--- config.mk ---
export PLATFORM = sky130hd
export DESIGN_NAME = inference_log_buf
export DESIGN_NICKNAME = d
export VERILOG_FILES = /design/src/rtl/inference_log_buf_pkg.sv /design/src/rtl/inference_log_buf_log_dpram.sv /design/src/rtl/inference_log_buf.sv
export SDC_FILE = /design/constraint.sdc
export NUM_CORES = 1
export LEC_CHECK = 0
export CELL_PAD_IN_SITES_DETAIL_PLACEMENT = 0
export CELL_PAD_IN_SITES_GLOBAL_PLACEMENT = 1
export CORE_ASPECT_RATIO = 0.5
export CORE_MARGIN = 5
export CORE_UTILIZATION = 43
export CTS_CLUSTER_DIAMETER = 80
export DETAILED_ROUTE_END_ITERATION = 12
export PLACE_DENSITY = 0.76
export SYNTH_ARGS = -nofsm -noshare
export SYNTH_HDL_FRONTEND = slang
export SYNTH_SLANG_ARGS = --single-unit
--- constraint.sdc ---
create_clock -name clk -period 3.6 [get_ports clk]
set_input_delay 0.54 -clock clk [delete_from_list [all_inputs] [get_ports clk]]
set_output_delay 0.54 -clock clk [all_outputs]
set_load 0.02 [all_outputs]
--- src/rtl/inference_log_buf_pkg.sv ---
// -----------------------------------------------------------------------------
// inference_log_buf_pkg
// Shared definitions for the NPU inference result log buffer:
//   - default geometry (result width, address width, counter width)
//   - capture mode encodings
//   - register index map used when the buffer is wired into the
//     generic_regs software (sw) / hardware (hw) register vectors
// No ports (package).
// -----------------------------------------------------------------------------
package inference_log_buf_pkg;

    // Default geometry
    localparam int NPU_LOG_RESULT_WIDTH = 4;
    localparam int NPU_LOG_ADDR_WIDTH   = 4;
    localparam int NPU_LOG_CNT_WIDTH    = 32;

    // Capture mode encodings (sw_mode)
    localparam logic NPU_LOG_MODE_CIRC = 1'b0;  // overwrite oldest when full
    localparam logic NPU_LOG_MODE_STOP = 1'b1;  // drop new results when full

    // Software register vector: index of each field
    localparam int NPU_LOG_SW_REG_RD_ADDR = 0;
    localparam int NPU_LOG_SW_REG_CTRL    = 1;
    // Bit positions inside the control register
    localparam int NPU_LOG_CTRL_MODE_BIT   = 0;
    localparam int NPU_LOG_CTRL_FREEZE_BIT = 1;
    localparam int NPU_LOG_CTRL_CLEAR_BIT  = 2;

    // Hardware register vector: index of each field
    localparam int NPU_LOG_HW_REG_RD_DATA  = 0;
    localparam int NPU_LOG_HW_REG_COUNT    = 1;
    localparam int NPU_LOG_HW_REG_WR_PTR   = 2;
    localparam int NPU_LOG_HW_REG_TOTAL    = 3;
    localparam int NPU_LOG_HW_REG_OVERFLOW = 4;
    localparam int NPU_LOG_HW_REG_LAST     = 5;

endpackage

--- src/rtl/inference_log_buf_log_dpram.sv ---
// -----------------------------------------------------------------------------
// log_dpram
// Simple dual-port RAM: one write port, one registered read port.
// Read-first: a read of the slot being written in the same cycle returns the
// old contents. Memory itself has no reset so it can map to block or
// distributed RAM; only the read output register is reset.
// Ports:
//   i_clk      clock
//   i_reset    synchronous active-high reset of the read output register
//   i_wr_en    write enable
//   i_wr_addr  write address
//   i_wr_data  write data
//   i_rd_addr  read address (sampled every cycle)
//   o_rd_data  registered read data, 1-cycle latency
// -----------------------------------------------------------------------------
module log_dpram
    import inference_log_buf_pkg::*;
#(
    parameter int RESULT_WIDTH = NPU_LOG_RESULT_WIDTH,
    parameter int ADDR_WIDTH   = NPU_LOG_ADDR_WIDTH
) (
    input  logic                    i_clk,
    input  logic                    i_reset,
    input  logic                    i_wr_en,
    input  logic [ADDR_WIDTH-1:0]   i_wr_addr,
    input  logic [RESULT_WIDTH-1:0] i_wr_data,
    input  logic [ADDR_WIDTH-1:0]   i_rd_addr,
    output logic [RESULT_WIDTH-1:0] o_rd_data
);

    localparam int DEPTH = 2 ** ADDR_WIDTH;

    logic [RESULT_WIDTH-1:0] r_mem [DEPTH];
    logic [RESULT_WIDTH-1:0] r_rd_data;

    always_ff @(posedge i_clk) begin
        if (i_wr_en) begin
            r_mem[i_wr_addr] <= i_wr_data;
        end
    end

    // Non-blocking read of the array gives read-first behaviour.
    always_ff @(posedge i_clk) begin
        if (i_reset) begin
            r_rd_data <= '0;
        end else begin
            r_rd_data <= r_mem[i_rd_addr];
        end
    end

    assign o_rd_data = r_rd_data;

endmodule

--- src/rtl/inference_log_buf.sv ---
// -----------------------------------------------------------------------------
// inference_log_buf
// Capture buffer for NPU inference results. Stores results on a qualified
// strobe in a DEPTH-entry ring, in circular or stop-when-full mode, with
// software freeze and edge-triggered clear. Exposes fill level, write pointer,
// saturating total/overflow counters, the last accepted result and a
// registered read port indexed relative to the oldest entry.
// Ports:
//   clk, reset    clock, synchronous active-high reset
//   res_valid     result strobe, one result per high cycle
//   res_data      result value
//   sw_rd_addr    read index relative to oldest entry
//   sw_mode       0 circular, 1 stop when full
//   sw_freeze     level, blocks writes (total still counts)
//   sw_clear      level, rising edge flushes buffer and counters
//   hw_rd_data    registered read data
//   hw_count      valid entries 0..DEPTH
//   hw_wr_ptr     next physical write slot
//   hw_total      strobes seen since reset/clear (saturating)
//   hw_overflow   results dropped or overwritten (saturating)
//   hw_last       most recent accepted result
// -----------------------------------------------------------------------------
module inference_log_buf
    import inference_log_buf_pkg::*;
#(
    parameter int RESULT_WIDTH = NPU_LOG_RESULT_WIDTH,
    parameter int ADDR_WIDTH   = NPU_LOG_ADDR_WIDTH,
    parameter int CNT_WIDTH    = NPU_LOG_CNT_WIDTH
) (
    input  logic                    clk,
    input  logic                    reset,
    input  logic                    res_valid,
    input  logic [RESULT_WIDTH-1:0] res_data,
    input  logic [ADDR_WIDTH-1:0]   sw_rd_addr,
    input  logic                    sw_mode,
    input  logic                    sw_freeze,
    input  logic                    sw_clear,
    output logic [RESULT_WIDTH-1:0] hw_rd_data,
    output logic [ADDR_WIDTH:0]     hw_count,
    output logic [ADDR_WIDTH-1:0]   hw_wr_ptr,
    output logic [CNT_WIDTH-1:0]    hw_total,
    output logic [CNT_WIDTH-1:0]    hw_overflow,
    output logic [RESULT_WIDTH-1:0] hw_last
);

    localparam int                DEPTH = 2 ** ADDR_WIDTH;
    localparam int                CW    = ADDR_WIDTH + 1;
    localparam logic [ADDR_WIDTH:0] FULL = CW'(DEPTH);

    logic                    r_clr_d;
    logic [ADDR_WIDTH:0]     r_count;
    logic [ADDR_WIDTH-1:0]   r_wr_ptr;
    logic [CNT_WIDTH-1:0]    r_total;
    logic [CNT_WIDTH-1:0]    r_overflow;
    logic [RESULT_WIDTH-1:0] r_last;

    logic                    w_clr_pulse;
    logic                    w_full;
    logic                    w_strobe;
    logic                    w_accept;
    logic                    w_write;
    logic                    w_ovf_evt;
    logic [ADDR_WIDTH-1:0]   w_oldest;
    logic [ADDR_WIDTH-1:0]   w_rd_addr;

    // Clear acts in the cycle sw_clear is first seen high; holding it high
    // does nothing more because r_clr_d is then also high.
    assign w_clr_pulse = sw_clear & ~r_clr_d;
    assign w_full      = (r_count == FULL);

    // A strobe in the clear cycle is discarded entirely (not even counted).
    assign w_strobe  = res_valid & ~w_clr_pulse;
    assign w_accept  = w_strobe & ~sw_freeze;
    // Stop mode drops the result when full; circular mode overwrites oldest.
    assign w_write   = w_accept & ~(w_full & (sw_mode == NPU_LOG_MODE_STOP));
    assign w_ovf_evt = w_accept & w_full;

    // With count == DEPTH the low bits are zero, so oldest == wr_ptr.
    assign w_oldest  = r_wr_ptr - r_count[ADDR_WIDTH-1:0];
    assign w_rd_addr = w_oldest + sw_rd_addr;

    always_ff @(posedge clk) begin
        if (reset) begin
            r_clr_d    <= 1'b0;
            r_count    <= '0;
            r_wr_ptr   <= '0;
            r_total    <= '0;
            r_overflow <= '0;
            r_last     <= '0;
        end else begin
            r_clr_d <= sw_clear;
            if (w_clr_pulse) begin
                r_count    <= '0;
                r_wr_ptr   <= '0;
                r_total    <= '0;
                r_overflow <= '0;
                r_last     <= '0;
            end else begin
                if (w_write) begin
                    r_wr_ptr <= r_wr_ptr + 1'b1;
                    r_last   <= res_data;
                    if (!w_full) begin
                        r_count <= r_count + 1'b1;
                    end
                end
                if (w_ovf_evt && (r_overflow != '1)) begin
                    r_overflow <= r_overflow + 1'b1;
                end
                if (w_strobe && (r_total != '1)) begin
                    r_total <= r_total + 1'b1;
                end
            end
        end
    end

    log_dpram #(
        .RESULT_WIDTH (RESULT_WIDTH),
        .ADDR_WIDTH   (ADDR_WIDTH)
    ) u_mem (
        .i_clk     (clk),
        .i_reset   (reset),
        .i_wr_en   (w_write),
        .i_wr_addr (r_wr_ptr),
        .i_wr_data (res_data),
        .i_rd_addr (w_rd_addr),
        .o_rd_data (hw_rd_data)
    );

    assign hw_count    = r_count;
    assign hw_wr_ptr   = r_wr_ptr;
    assign hw_total    = r_total;
    assign hw_overflow = r_overflow;
    assign hw_last     = r_last;

endmodule

==> impl_summary.txt <==
----------------------------------------------------
[Clocking]
  Sinks on the clock net ... ~150
  Total clock buffers created by CTS ... 17
  H-tree lvl count ... 4
  CTS tree ... yes
  Post-CTS sizing ... 0
  Root buffer selected by CTS ... sky130_fd_sc_hd__clkbuf_16
  Clock-pin slew on the worst setup and hold paths ... 0.06 ns
  Clock Tree Buf Depth ... 2
  Number of hold-repair buffers added at the cts stage ... 0
  Latest clock arrival within the worst-skew pair ... 0.42 ns
  Post-CTS setup-driven buffer insertion count ... 0

[Logic synthesis]
  Net count after synthesis ... 647
  Most used DFF post-synth ... sky130_fd_sc_hd__dfxtp_1
  Number of instances in the synthesized netlist ... 618
  Unique cell type count in the Yosys netlist ... 49
  Cell type contributing the most total cell area after synthesis ... sky130_fd_sc_hd__edfxtp_1
  Share of synthesized area occupied by flip-flops and latches ... 53.0%
  Area share of the largest cell type after synthesis ... approximately 29%
  Fraction of synthesis flops using an asynchronous set or reset pin ... 0%
  Yosys warnings ... 0
  Cell Area, Synth ... 6720 um2
  Count of flip-flops with a built-in enable after synthesis ... 64
  Leading post-synthesis cells by cell area ... sky130_fd_sc_hd__edfxtp_1 29%, sky130_fd_sc_hd__dfxtp_1 24%, sky130_fd_sc_hd__mux4_2 5.4%, sky130_fd_sc_hd__a21oi_1 3.1%, sky130_fd_sc_hd__nor2_1 2.7%
  Seq cells post-synth ... around 150
  Post-Syn Area per Cell ... ~11 um2

[Power]
  Power density normalized to cell area ... 441 nW/um2
  Total leakage power ... about 2.7 nW
  Highest ir drop seen on vdd ... 0.337 mV
  Final Total Pwr ... 3.72 mW

[Routing]
  Detail-routed net length per standard cell ... 17.4 um
  Via count ... 5286
  Drt total wl ... 16200 um
  Antenna-violating nets left ... 0
  Number of search-and-repair iterations in the first detailed-routing pass ... 5
  Violation count after the first detailed-routing iteration ... 363
  Average via count per standard cell ... 5.68
  DRC violations left ... 0

[Critical path]
  Arrival @ worst endpoint ... 3.28 ns
  Largest fanout of any net on the critical path ... 9
  Capturing element type of the critical path ... register
  Highest cell delay on the worst timing path ... 0.79 ns
  Launching element type of the critical path ... input pin
  Crit path cell chain ... clkdlybuf4s50_1 > inv_1 > fa_1 > inv_1 > fa_1 > buf_4 > mux4_2 > mux2i_1 > a211oi_1
  CP required ... between 3 and 4 ns
  Type of the worst setup path ... in2reg
  Critical Path Slowest Stage Cell ... sky130_fd_sc_hd__fa_1

[Layout]
  Highest-count cells in the layout ignoring fill and taps ... 94 x sky130_fd_sc_hd__clkdlybuf4s50_1, 82 x sky130_fd_sc_hd__dfxtp_1, 64 x sky130_fd_sc_hd__edfxtp_1
  Area Overhead vs Synth ... 25.9%
  Count of filler cells inserted in the layout ... between 1000 and 1500
  # diodes ... 0
  Final #Nets ... 743
  Commonest non-fill, non-tap cell in the layout ... sky130_fd_sc_hd__clkdlybuf4s50_1
  Area taken by multi-input logic gates ... approximately 3000 um2
  Area of all sequential standard cells ... about 3600 um2
  Layout cells sized above 1 ... 9.77%
  Fin cells ... 931

[Floorplan]
  Placeable Area ... 15400 um2
  Initial core utilization ... a little over two fifths
  Die Y ... between 90 and 100 um
  Full die area ... around 18000 um2
  Chip width ... roughly 190 um
  Boundary Pins ... 95
  Cell Rows ... 32

[Global routing]
  Via count of the first global-routing pass ... 4901
  Sum of overflow across all layers after global routing ... 0
  Combined global-route utilization of all metal layers ... 17.6%
  Largest net degree at the start of global routing ... 22
  Wire length of the first global-routing pass ... 26100 um
  Antenna violations before repair ... 0

[Placed design]
  Placed cell count ... 899
  HPWL after detailed placement ... 11500 um
  GPL Wtd Cong ... 0.790
  Port-buffer cells ... 94

[STA]
  Actual slew at the worst max-slew pin ... 1.13 ns
  Final max-slew violation count ... 0
  Worst relative slew slack ... 23.9%
  Highest clock frequency the design can meet ... 332 MHz
  Final count of negative-setup-slack endpoints ... 0
  Setup repair after global routing missed its margin ... no
  Final setup skew ... 0.0125 ns
  Final cycle utilization of the critical path ... 83.6%
  Total negative slack ... 0 ns
  Minimum period implied by the final worst setup slack ... 3.01 ns
  Final number of hold-violating endpoints ... 0

[Status]
  Run status ... completed

[Worst hold path]
  Hold/Removal Path Class ... reg2reg

[Flow run]
  Max-cap violations ... 0

----------------------------------------------------
==> metrics by stage <==
stage / setup slack, ns / instance area, um2 / utilization, % / hold WS, ns
after floorplan: 0.532 / 6720 / - / 0.553
after global placement: 0.192 / 7890 / 51.3 / 0.477
after detailed placement: 0.158 / 7890 / 51.3 / 0.494
after CTS: 0.593 / 8450 / 55.0 / 0.504
after global routing: 0.480 / 8450 / 55.0 / 0.523
final: 0.589 / 8450 / 55.0 / 0.497
==> worst max-delay path: cells and delay by family <==
kind	cells	cell delay, ns
compound gates	1	0.10
fa+ha+maj	2	1.31
buf+inv	4	0.82
mux	2	0.51
==> synth_stat cells, types with 5 or more instances <==
| library cell | count |
|---|---|
| sky130_fd_sc_hd__dfxtp_1 | 82 |
| sky130_fd_sc_hd__edfxtp_1 | 64 |
| sky130_fd_sc_hd__nor2_1 | 48 |
| sky130_fd_sc_hd__a21oi_1 | 42 |
| sky130_fd_sc_hd__nand2_1 | 42 |
| sky130_fd_sc_hd__nand3_1 | 28 |
| sky130_fd_sc_hd__or3_1 | 25 |
| sky130_fd_sc_hd__nand4_1 | 21 |
| sky130_fd_sc_hd__inv_1 | 20 |
| sky130_fd_sc_hd__o21ai_0 | 20 |
| sky130_fd_sc_hd__or4_1 | 20 |
| sky130_fd_sc_hd__clkbuf_1 | 18 |
| sky130_fd_sc_hd__o31ai_1 | 18 |
| sky130_fd_sc_hd__mux4_2 | 16 |
| sky130_fd_sc_hd__xnor2_1 | 15 |
| sky130_fd_sc_hd__a211oi_1 | 14 |
| sky130_fd_sc_hd__mux2i_1 | 14 |
| sky130_fd_sc_hd__ha_1 | 12 |
| sky130_fd_sc_hd__and4_1 | 10 |
| sky130_fd_sc_hd__nor3_1 | 9 |
| sky130_fd_sc_hd__and3_1 | 7 |
| sky130_fd_sc_hd__buf_2 | 7 |
| sky130_fd_sc_hd__nor2b_1 | 7 |
| sky130_fd_sc_hd__xor2_1 | 7 |
| sky130_fd_sc_hd__and2_1 | 5 |
| sky130_fd_sc_hd__nor4_1 | 5 |
==> sequential cells by signal (all words and copies together) (netlist names) <==
| signal | flops |
|---|---|
| u_mem.o_rd_data | 4 |
| u_mem.r_mem | 64 |
| r_clr_d | 1 |
| hw_total | 32 |
| hw_overflow | 32 |
| hw_last | 4 |
| hw_count | 5 |
| hw_wr_ptr | 4 |
==> report_power, final <==
part	internal [mW]	leakage [nW]	switching, mW	total, mW
registers	1.74	1.24	0.00694	1.75
clock network	0.913	0.269	0.786	1.70
logic	0.129	1.19	0.147	0.276
total	2.78	2.69	0.940	3.72
==> area by class of cell <==
cell class              count  area share [%]
multi-input cells         425            35.2
repair buffers            104            12.0
flip-flops and latches    146            42.1
clock buffers              17            5.03
well taps                 204            3.02
inverters                  20           0.888
clock inverters            15            1.69
==> layer usage <==
metal  wire length, um  track usage, %  up-vias  part of all wire, %
met5                 0               0        -                    0
met4               153            4.66        0                 0.94
met3               774            4.04       18                  4.8
met2              7440            28.0      150                   46
met1              7860            24.3     2564                   48
li1                  -               -     2554                    -
==> cell families (layout without fill, tap and decap cells) <==
kind of cell               Yosys count  count (layout)  synth area share [%]
and+or+nand+nor                    240             240                  19.6
DFF                                146             146                  53.0
muxes                               30              30                  7.45
xor gates and xnor gates            22              22                  2.87
adders and majority gates           15              15                  3.13
AOI/OAI and AO/OA                  118             118                  11.1
buffers and inverters               47             156                  2.76
==> final timing paths <==
check | start | to | slack (ns) | cells past startpoint
max | sw_rd_addr[1] | u_mem.o_rd_data[3] | 0.59 | 9
min | hw_total[31] | hw_total[31] | 0.50 | 2
max reg2reg | hw_wr_ptr[1] | u_mem.o_rd_data[3] | 0.70 | 8
min reg2reg | hw_total[31] | hw_total[31] | 0.50 | 2
(Power assumes the default switching activity.)
